--- src/rtl/plot_arbiter_pkg.sv ---
// plot_arbiter_pkg: shared widths, screen size, requester ids and FSM state encodings
// for the pixel-write arbiter.
package plot_arbiter_pkg;

  localparam int X_BITES       = 8;
  localparam int Y_BITES       = 7;
  localparam int COLOR_BITES   = 3;
  localparam int SCREEN_WIDTH  = 160;
  localparam int SCREEN_HEIGHT = 120;
  localparam int N_REQUESTERS  = 3;

  localparam int REQ_RECT = 0;
  localparam int REQ_TEXT = 1;
  localparam int REQ_IMG  = 2;

  typedef enum logic {
    ST_IDLE  = 1'b0,
    ST_BURST = 1'b1
  } state_e;

endpackage

--- src/rtl/plot_arbiter_rr_pick.sv ---
// rr_pick: combinational round-robin picker; first set request searching upward from ptr+1.
// Zero latency, no state; found is low when no request is set.
module rr_pick
  import plot_arbiter_pkg::*;
#(
  parameter  int N    = N_REQUESTERS,
  localparam int ID_W = (N > 1) ? $clog2(N) : 1
) (
  input  logic [N-1:0]    req,
  input  logic [ID_W-1:0] ptr,
  output logic [ID_W-1:0] idx,
  output logic            found
);

  logic [ID_W-1:0] cand;

  // k runs 1..N so the previous owner is considered last
  always_comb begin
    idx   = '0;
    found = 1'b0;
    cand  = '0;
    for (int k = 1; k <= N; k++) begin
      cand = ID_W'((int'(ptr) + k) % N);
      if (!found && req[cand]) begin
        found = 1'b1;
        idx   = cand;
      end
    end
  end

endmodule

--- src/rtl/plot_arbiter.sv ---
// plot_arbiter: round-robin share of the framebuffer pixel port, grant held per primitive; PLOT_CLIP_EN drops off-screen beats.
// Latency 2 cycles valid->plot, 1 px/cycle in a burst; downstream never stalls, ready only to the owner.
module plot_arbiter
  import plot_arbiter_pkg::*;
#(
  parameter  int N_REQ    = N_REQUESTERS,
  parameter  int X_W      = X_BITES,
  parameter  int Y_W      = Y_BITES,
  parameter  int C_W      = COLOR_BITES,
  parameter  int SCREEN_W = SCREEN_WIDTH,
  parameter  int SCREEN_H = SCREEN_HEIGHT,
  localparam int ID_W     = (N_REQ > 1) ? $clog2(N_REQ) : 1
) (
  input  logic                 clock,
  input  logic                 resetn,
  input  logic                 flush,
  input  logic [N_REQ-1:0]     req_valid,
  input  logic [N_REQ-1:0]     req_last,
  input  logic [N_REQ*X_W-1:0] req_x,
  input  logic [N_REQ*Y_W-1:0] req_y,
  input  logic [N_REQ*C_W-1:0] req_color,
  output logic [N_REQ-1:0]     req_ready,
  output logic [X_W-1:0]       out_x,
  output logic [Y_W-1:0]       out_y,
  output logic [C_W-1:0]       out_color,
  output logic                 plot,
  output logic                 out_pause,
  output logic [ID_W-1:0]      grant_id,
  output logic [15:0]          clip_count
);

  typedef struct packed {
    logic [X_W-1:0] x;
    logic [Y_W-1:0] y;
    logic [C_W-1:0] color;
  } pix_t;

  state_e          state_q, state_d;
  logic [ID_W-1:0] ptr_q, ptr_d, gid_q, gid_d;
  logic [ID_W-1:0] pick_idx;
  logic            pick_found;
  pix_t            pix_q, pix_d, lane_pix;
  logic            plot_q, plot_d;
  logic            accept, clipped;

  rr_pick #(.N(N_REQ)) u_rr_pick (
    .req   (req_valid),
    .ptr   (ptr_q),
    .idx   (pick_idx),
    .found (pick_found)
  );

  assign lane_pix.x     = req_x[gid_q*X_W +: X_W];
  assign lane_pix.y     = req_y[gid_q*Y_W +: Y_W];
  assign lane_pix.color = req_color[gid_q*C_W +: C_W];

  // flush gates ready so a beat is never half-taken in the abort cycle
  assign accept = (state_q == ST_BURST) && !flush && req_valid[gid_q];

`ifdef PLOT_CLIP_EN
  logic [15:0] clip_q, clip_d;

  assign clipped = (int'(lane_pix.x) >= SCREEN_W) || (int'(lane_pix.y) >= SCREEN_H);

  always_comb begin
    clip_d = clip_q;
    if (accept && clipped && (clip_q != 16'hFFFF)) clip_d = clip_q + 16'd1;
  end

  always_ff @(posedge clock or negedge resetn) begin
    if (!resetn) clip_q <= '0;
    else         clip_q <= clip_d;
  end

  assign clip_count = clip_q;
`else
  logic unused_screen;

  assign unused_screen = ^{SCREEN_W[0], SCREEN_H[0]};
  assign clipped       = 1'b0;
  assign clip_count    = '0;
`endif

  always_ff @(posedge clock or negedge resetn) begin
    if (!resetn) begin
      state_q <= ST_IDLE;
      ptr_q   <= ID_W'(N_REQ - 1);
      gid_q   <= '0;
      pix_q   <= '0;
      plot_q  <= 1'b0;
    end else begin
      state_q <= state_d;
      ptr_q   <= ptr_d;
      gid_q   <= gid_d;
      pix_q   <= pix_d;
      plot_q  <= plot_d;
    end
  end

  always_comb begin
    state_d = state_q;
    ptr_d   = ptr_q;
    gid_d   = gid_q;
    pix_d   = pix_q;
    plot_d  = 1'b0;
    if (flush) begin
      state_d = ST_IDLE;
    end else begin
      case (state_q)
        ST_IDLE: begin
          if (pick_found) begin
            gid_d   = pick_idx;
            state_d = ST_BURST;
          end
        end
        ST_BURST: begin
          if (accept) begin
            plot_d = !clipped;
            if (!clipped) pix_d = lane_pix;
            if (req_last[gid_q]) begin
              state_d = ST_IDLE;
              ptr_d   = gid_q;
            end
          end
        end
        default: state_d = ST_IDLE;
      endcase
    end
  end

  always_comb begin
    req_ready = '0;
    if ((state_q == ST_BURST) && !flush) req_ready[gid_q] = 1'b1;
  end

  assign out_x     = pix_q.x;
  assign out_y     = pix_q.y;
  assign out_color = pix_q.color;
  assign plot      = plot_q;
  assign grant_id  = gid_q;
  assign out_pause = (state_q == ST_BURST) | (|req_valid) | plot_q;

endmodule

--- config.mk ---
export PLATFORM = sky130hd
export DESIGN_NAME = plot_arbiter
export DESIGN_NICKNAME = d
export VERILOG_FILES = /design/src/rtl/plot_arbiter_pkg.sv /design/src/rtl/plot_arbiter_rr_pick.sv /design/src/rtl/plot_arbiter.sv
export SDC_FILE = /design/constraint.sdc
export NUM_CORES = 1
export LEC_CHECK = 0
export CAP_MARGIN = 20
export CORE_ASPECT_RATIO = 0.9
export CORE_MARGIN = 2
export CORE_UTILIZATION = 39
export CTS_BUF_LIST = sky130_fd_sc_hd__clkbuf_8
export DETAILED_ROUTE_END_ITERATION = 7
export MAX_ROUTING_LAYER = met4
export PLACE_DENSITY = 0.83
export SYNTH_ARGS = -nofsm -noshare
export SYNTH_HDL_FRONTEND = slang
export SYNTH_SLANG_ARGS = --single-unit
--- constraint.sdc ---
create_clock -name clock -period 2.8 [get_ports clock]
set_input_delay 0.56 -clock clock [delete_from_list [all_inputs] [get_ports clock]]
set_output_delay 0.56 -clock clock [all_outputs]
set_load 0.05 [all_outputs]
# Yosys cells after proc, flatten, opt, wreduce, memory -nomap -nowiden
# Cells that the tools add are included.
# totals
ff_bits,24
output_inout_bits,41
# classes
add_sub_neg,3
mul,2
div_mod_pow,3
magnitude_cmp,5
shift,3
mux,27
n_bitwise,4
n_reduce_logical,12
# ops
operator,n
"32-bit by 3-bit modulo with 32-bit output, second input constant",3
24-bit by 6-bit indexed part select with 8-bit output,1
21-bit by 6-bit indexed part select with 7-bit output,1
1-bit 2-to-1 mux,16
"2-bit by 3-bit < comparator with 1-bit output, second input constant",4
1-bit binary-select mux with 2-bit select,5
9-bit by 5-bit indexed part select with 3-bit output,1
"2-bit by 2-bit adder with 3-bit output, second input constant",2
2-bit 2-to-1 mux,3
3-bit AND reduction,2
1-bit logical AND,5
"2-bit by 3-bit multiplier with 5-bit output, second input constant",1
"2-bit by 2-bit multiplier with 4-bit output, second input constant",1
4-bit AND reduction,1
"2-bit by 1-bit adder with 3-bit output, second input constant",1
1-bit logical NOT,3
3-bit 2-to-1 mux,1
3-bit OR reduction,1
1-bit demux with 2-bit select,1
"2-bit by 1-bit >= comparator with 1-bit output, second input constant",1
1-bit NOT,2
1-bit bitwise OR,2
1-bit case mux with 2 select lines,1

# Depth between registers and ports, before layout
# Gate-level depths: netlist of the first run.
# logic_depth
ltp_word,14
mapped_depth,7
ltp_nobuf,6

# Modules after synthesis
# Synthesis of the first run repeated with hierarchy kept, for this count alone.
# hier_totals
cells_unflattened,166
hier_area_um2,1671.6
# by_module_without_submodules
module,n_inst,cells_per_inst,area_each_um2,seq_area_each_um2
plot_arbiter,1,146,1540.2,601.8
rr_pick,1,20,131.4,0.0

# Least setup slack after synthesis of the first run
# OpenSTA, ideal clock, no wires.
# synth_timing
path_type,register to output
start,register gid_q[0] (netlist: grant_id[0])
end,output req_ready[1]
t_arrival_ps,2421
slack_ps,-181
stages_incl_launch_ff,4
path_buffers,2
cell_sequence,dfrtp_1 buf_4 buf_1 nor3b_1
# synth_via
elab_chain_len,5
elab_cells_between_ends,6
cone_classes,order compare (2); mux (3); reduce/logical (1)
# synth_rtl
item,line_no,text
start: declaration,plot_arbiter.sv:39,"logic [ID_W-1:0] ptr_q, ptr_d, gid_q, gid_d;"
start signal: assignment,plot_arbiter.sv:94,gid_q <= gid_d;
2-bit by 3-bit < comparator with 1-bit output (implied by the code) or 2-bit by 1-bit >= comparator with 1-bit output (tied branches),plot_arbiter.sv:133,if ((state_q == ST_BURST) && !flush) req_ready[gid_q] = 1'b1;
1-bit logical AND (implied by the code),plot_arbiter.sv:133,
1-bit 2-to-1 mux (implied by the code),plot_arbiter.sv:133,
1-bit demux with 2-bit select *,plot_arbiter.sv:133,
3-bit 2-to-1 mux *,plot_arbiter.sv:133,
end: declaration,plot_arbiter.sv:22,"output logic [N_REQ-1:0] req_ready,"
# Every way passes the cells marked *; elsewhere a longest branch is shown, timed or not.

# Worst setup path in the final report of the first run
# Ends and elaborated chain as after synthesis.

==> results of run 1 <==
[cell usage after synthesis, types with 2 or more instances]
library cell  number  area share, %
nand2_1           23            5.0
buf_4             17            7.4
o221ai_1           2            1.0
o21ai_0           19            5.5
dfrtp_1           23             33
nor2_1             8            1.7
a21oi_1            3           0.87
and2_1             2           0.73
mux2_1            14            9.2
clkbuf_1           2           0.44
mux2i_1           21             12
ha_1               3            2.2
mux2_2             4            2.6
buf_2              4            1.2
buf_6              3            2.0
inv_1              5            1.1
a211oi_1           2           0.87
nor3_1             2           0.58
nor2b_1            2           0.73
a22o_1             2            1.0
[flip-flops by register name (all words and copies together) (netlist names)]
name	flops
out_color	3
ptr_q	2
out_y	7
plot	1
out_x	8
state_q	1
grant_id	2
[final timing paths]
kind	end	slack, ps	cells past startpoint
hold reg to reg	out_y[3]$_DFFE_PN0P_	490	1
min in group asynchronous	out_y[6]$_DFFE_PN0P_	640	2
max in group asynchronous	ptr_q[1]$_DFFE_PN1P_	1860	2
setup / recovery	req_ready[1]	410	3
hold / removal	out_y[3]$_DFFE_PN0P_	490	1
setup reg to reg	out_x[0]$_DFFE_PN0P_	660	4
[power by group]
| group | switching [W] | leakage [nW] | internal, W |
|---|---|---|---|
| combinational | 0.00103 | 0.794 | 0.000695 |
| clock | 0.000107 | 0.0269 | 0.0000978 |
| sequential | 0.000142 | 0.298 | 0.000494 |
| total | 0.00128 | 1.12 | 0.00129 |
[worst max-delay path: stages (launching register included)]
cell,delay (ps)
dfrtp_1,720
buf_4,390
nor3b_2,290
buf_12,170
[layer usage]
layer / GRT usage, % / vias up / wire length, um
li1: - / 769 / -
met4: 4.77 / 0 / 51
met1: 22.9 / 735 / 1820
met3: 4.39 / 6 / 309
met5: - / - / 0
met2: 30.7 / 64 / 2090
[logic make-up after synthesis]
logic type	synth area share, %
mux	24.0
flops	34.9
compound gates	15.4
fa+ha+maj	2.18
simple gates	11.0
buf+inv	12.3
other cells	0.218
[stage by stage]
step | area, um^2 | std cells
after CTS | 2650 | 323
after floorplan | 1780 | 195
after detailed placement | 2610 | 319
after global placement | 2610 | 319
final | 2650 | 323
after global routing | 2650 | 323
[cell type report]
cell class / instances / area (um^2) / area share, %
multi-input combinational: 139 / 971 / 36.6
timing repair buffer: 91 / 938 / 35.4
sequential: 24 / 602 / 22.7
tap: 60 / 75.1 / 2.83
clock buffer: 3 / 41.3 / 1.56
inverter: 5 / 18.8 / 0.708
clock inverter: 1 / 3.75 / 0.142
==> results.yml, run 1 <==
outcome:
  status: "finished clean"
min_path:
  worstHoldStart: "out_y[3]$_DFFE_PN0P_"
  worstHoldPathType: "flop to flop"
worst_setup_path:
  crit_path_start: "grant_id[0]$_DFFE_PN0P_"
  critPathLaunchType: "flop"
  crit_required_ps: 2240
  cp-end-kind: "output pin"
  critical_path.max_fanout: 17
  path_class: "flop to output pin"
  arrival_ps: 1830
  r2r-start: "grant_id[1]$_DFFE_PN0P_"
cts:
  h-tree-depth: 1
  cts_tree: "done"
  path_clk_slew_ps: 80
  clock-sinks: 24
  clockBufferDepth: 2
  ctsHoldBuffers: 0
  post_cts_buffers: 0
  cts_made_buffers: 3
  cts_resized: 0
  clk_latency_ps: 260
  root_buffer: "clkbuf_8"
grt:
  grt_pass1_wl_mm: 6.96
  grt_overflow: 0
  grt.total_usage_pct: 18.6
  grt_pass1_vias: 1496
  grt_antenna_before_repair: 0
  grt_max_degree: 25
logic_synthesis:
  yosysWarningCount: 0
  synth_area_mm2: 0.00172
  ys.flop_type: "dfrtp_1"
  syn_area_per_cell_um2: 9.57
  yosysSeqAreaShare_pct: 34.9
  yosysUniqueCellTypes: 39
  ys_ff_latch: 24
  synth_cells: 180
  synth-edff-count: 0
  synthArstFlopShare_pct: 100
detailed_routing:
  antenna_left: 0
  wl_per_cell_um: 13.2
  dr.pass1.iters: 4
  vias: 1574
  totalWireLength_mm: 4.27
  routed_via_density: 4.87
  drt_iter0_drc: 131
  drc: 0
sta:
  hold_viol: 0
  hold-worst-slack_ps: 488
  worstMarginPinSlew_ps: 594
  tns_ps: 0
  skew_ps: 6.92
  finalSetupViolCount: 0
  fmax_mhz: 418
  fin_ws_ps: 407
  drv_slew: 0
  fin_crit_sh_pct: 85.5
  slew_headroom_pct: 60.4
  period_minus_slack_ps: 2390
  grt_setup_unrepaired: "no"
power_and_ir_drop:
  total_power_w: 0.00257
  p_per_area_mw_per_mm2: 969
  leakage_nw: 1.12
  ir_drop_v: 0.000476
floorplanning:
  chipHeight_um: 67.1
  ios: 104
  fp.dieW_um: 74.1
  initial_core_util_pct: 41.5
  rows: 22
  core_mm2: 0.00416
  dieArea_mm2: 0.00497
place:
  gp_congestion: 0.865
  dpl_worst_slack_ps: 419
  io_buffers: 87
  dp_hpwl_mm: 3.40
final_layout:
  utilization_pct: 63.8
  layout_commonest_cell: "clkdlybuf4s50_1"
  nets: 330
  final_cell_mix: "clkdlybuf4s50_1, nand2_1, dfrtp_1, mux2i_1, o21ai_0"
  num_antenna_cells: 0
  synthToLayoutAreaGrowth_pct: 53.8
  fillers: 353
  drive_above_1_share_pct: 9.13
job:
  maxCapViolCount: 0
No activity file was read; power rests on OpenSTA's default activity.
==> run 2: changes to the inputs <==
--- a/config.mk
+++ b/config.mk
@@ -10,9 +10,11 @@
 export CORE_MARGIN = 2
 export CORE_UTILIZATION = 39
 export CTS_BUF_LIST = sky130_fd_sc_hd__clkbuf_8
+export CTS_CLUSTER_DIAMETER = 200
 export DETAILED_ROUTE_END_ITERATION = 7
 export MAX_ROUTING_LAYER = met4
 export PLACE_DENSITY = 0.83
+export SKIP_CTS_REPAIR_TIMING = 1
 export SYNTH_ARGS = -nofsm -noshare
 export SYNTH_HDL_FRONTEND = slang
 export SYNTH_SLANG_ARGS = --single-unit
==> results of run 2 <==
The final DEF is identical to that of run 1; final timing and power are the same.
==> run 3: changes to the inputs <==
--- a/config.mk
+++ b/config.mk
@@ -8,12 +8,11 @@
 export CAP_MARGIN = 20
 export CORE_ASPECT_RATIO = 0.9
 export CORE_MARGIN = 2
-export CORE_UTILIZATION = 39
+export CORE_UTILIZATION = 42
 export CTS_BUF_LIST = sky130_fd_sc_hd__clkbuf_8
 export CTS_CLUSTER_DIAMETER = 200
 export DETAILED_ROUTE_END_ITERATION = 7
-export MAX_ROUTING_LAYER = met4
-export PLACE_DENSITY = 0.83
+export PLACE_DENSITY = 0.89
 export SKIP_CTS_REPAIR_TIMING = 1
 export SYNTH_ARGS = -nofsm -noshare
 export SYNTH_HDL_FRONTEND = slang
==> constraint.sdc (replaced) <==
create_clock -name clock -period 3.1 [get_ports clock]
set_input_delay 0.62 -clock clock [delete_from_list [all_inputs] [get_ports clock]]
set_output_delay 0.62 -clock clock [all_outputs]
set_load 0.05 [all_outputs]
==> results.yml, run 3 (synthesized netlist as in run 1, its figures left out) <==
sta:
  fmax_mhz: 390
  finalSetupViolCount: 0
  hold_viol: 0
  skew_ps: 5.37
  fin_crit_sh_pct: 82.8
  period_minus_slack_ps: 2570
  slew_headroom_pct: 54.8
  grt_setup_unrepaired: "no"
  tns_ps: 0
  worstMarginPinSlew_ps: 677
  drv_slew: 0
  fin_ws_ps: 533
floorplanning:
  chipHeight_um: 64.8
  initial_core_util_pct: 42.9
  ios: 104
  fp.dieW_um: 71.5
  core_mm2: 0.00402
  rows: 22
  dieArea_mm2: 0.00463
final_layout:
  seq_area_um2: 602
  final_cell_mix: "clkdlybuf4s50_1, nand2_1, dfrtp_1, mux2i_1, o21ai_0"
  drive_above_1_share_pct: 9.13
  instances_no_fill: 311
  fillers: 348
  utilization_pct: 65.2
  synthToLayoutAreaGrowth_pct: 52.0
  num_antenna_cells: 0
  layout_commonest_cell: "clkdlybuf4s50_1"
  nets: 330
  largest_reg_flops: 8
  multi_input_area_um2: 966
power_and_ir_drop:
  ir_drop_v: 0.000422
  leakage_nw: 1.12
  p_int_w: 0.00122
  p_per_area_mw_per_mm2: 899
  power_frac_seq_pct: 23.0
  clockPowerShare_pct: 11.5
  p_comb_share_pct: 65.5
  netSwitchingPower_w: 0.00113
  power.share.switching_pct: 48.2
grt:
  grt_antenna_before_repair: 0
  grt.total_usage_pct: 18.7
  grt_pass1_wl_mm: 7.04
  grt_max_degree: 29
  grt_pass1_vias: 1568
  grt_overflow: 0
cts:
  clk_latency_ps: 260
  clockBufferDepth: 2
  cts_made_buffers: 3
  h-tree-depth: 1
  cts_tree: "done"
  path_clk_slew_ps: 90
  root_buffer: "clkbuf_8"
  clock-sinks: 24
place:
  dpl_worst_slack_ps: 646
  dp_hpwl_mm: 3.21
  dp.cells: 307
  io_buffers: 87
  gp_congestion: 0.850
worst_setup_path:
  arrival_ps: 1950
  crit_required_ps: 2480
  slowest_stage: "dfrtp_1"
  path_class: "flop to output pin"
  crit_family: "simple AND/OR/NAND/NOR gates"
  max_stage_delay_ps: 640
  critPathLaunchType: "flop"
  crit_buf_inv: 1
  critical_path.max_fanout: 17
  cp-end-kind: "output pin"
  crit_chain: "nor2b_1 -> and2_1 -> buf_12"
detailed_routing:
  totalWireLength_mm: 4.04
  dr.pass1.iters: 4
  vias: 1548
  drt_iter0_drc: 112
  wl_per_cell_um: 13.0
  routed_via_density: 4.98
  antenna_left: 0
  drc: 0
outcome:
  status: "finished clean"
min_path:
  worstHoldPathType: "flop to flop"
job:
  maxCapViolCount: 0
run 3: cell count changes in the layout (fill, tap and decap cells not counted):
cell / delta
buf_4: +3
nor3b_2: -1
buf_12: -3
nor3b_1: +1
bufinv_16: +1
inv_1: -1
run 3: final timing paths:
path	from	depth (start not counted)	slack, ps	endpoint
max	grant_id[1]$_DFFE_PN0P_	3	530	req_ready[2]
max in group asynchronous	resetn	2	2100	ptr_q[1]$_DFFE_PN1P_
max reg2reg	grant_id[1]$_DFFE_PN0P_	4	800	out_x[1]$_DFFE_PN0P_
min reg2reg	out_x[6]$_DFFE_PN0P_	1	490	out_x[6]$_DFFE_PN0P_
min in group asynchronous	resetn	2	710	out_color[0]$_DFFE_PN0P_
min	out_x[6]$_DFFE_PN0P_	1	490	out_x[6]$_DFFE_PN0P_
run 3: final cells by class:
type	instances	share of cell area, %
Clock inverter	1	1.15
Clock buffer	3	1.58
Multi-Input combinational cell	139	36.9
Inverter	5	0.717
Tap cell	48	2.29
Timing Repair Buffer	91	34.4
Sequential cell	24	23.0
run 3: worst register-to-register path, delay by kind of cell, from the launching register on:
kind            cells  cell delay (ps)
compound gates      1              200
flops               1              640
mux                 1              380
simple gates        2              970
run 3: layer usage:
metal | wire [um] | global-route usage, % | share of wire (%)
met1 | 1670 | 22.4 | 41
met3 | 339 | 4.98 | 8.4
met4 | 33 | 3.54 | 0.82
met5 | 0 | 0 | 0
met2 | 2000 | 33.6 | 49
run 3: power groups by stage:
| stage | Combinational [W] | Sequential (W) | Clock [W] |
|---|---|---|---|
| global placement | 0.00153 | 0.000547 | 0 |
| detailed placement | 0.00156 | 0.000546 | 0 |
| floorplan | 0.000717 | 0.000944 | 0 |
| global route | 0.00166 | 0.000566 | 0.000291 |
| finish | 0.00154 | 0.000542 | 0.000271 |
| CTS | 0.00156 | 0.000543 | 0.000278 |
run 3: metrics by stage:
| stage | hold slack (ps) | area (um^2) | power (W) |
|---|---|---|---|
| after global routing | 524 | 2620 | 0.00252 |
| after global placement | 468 | 2550 | 0.00208 |
| final | 490 | 2620 | 0.00235 |
| after floorplan | 324 | 1780 | 0.00166 |
| after CTS | 499 | 2620 | 0.00238 |
| after detailed placement | 478 | 2550 | 0.00210 |
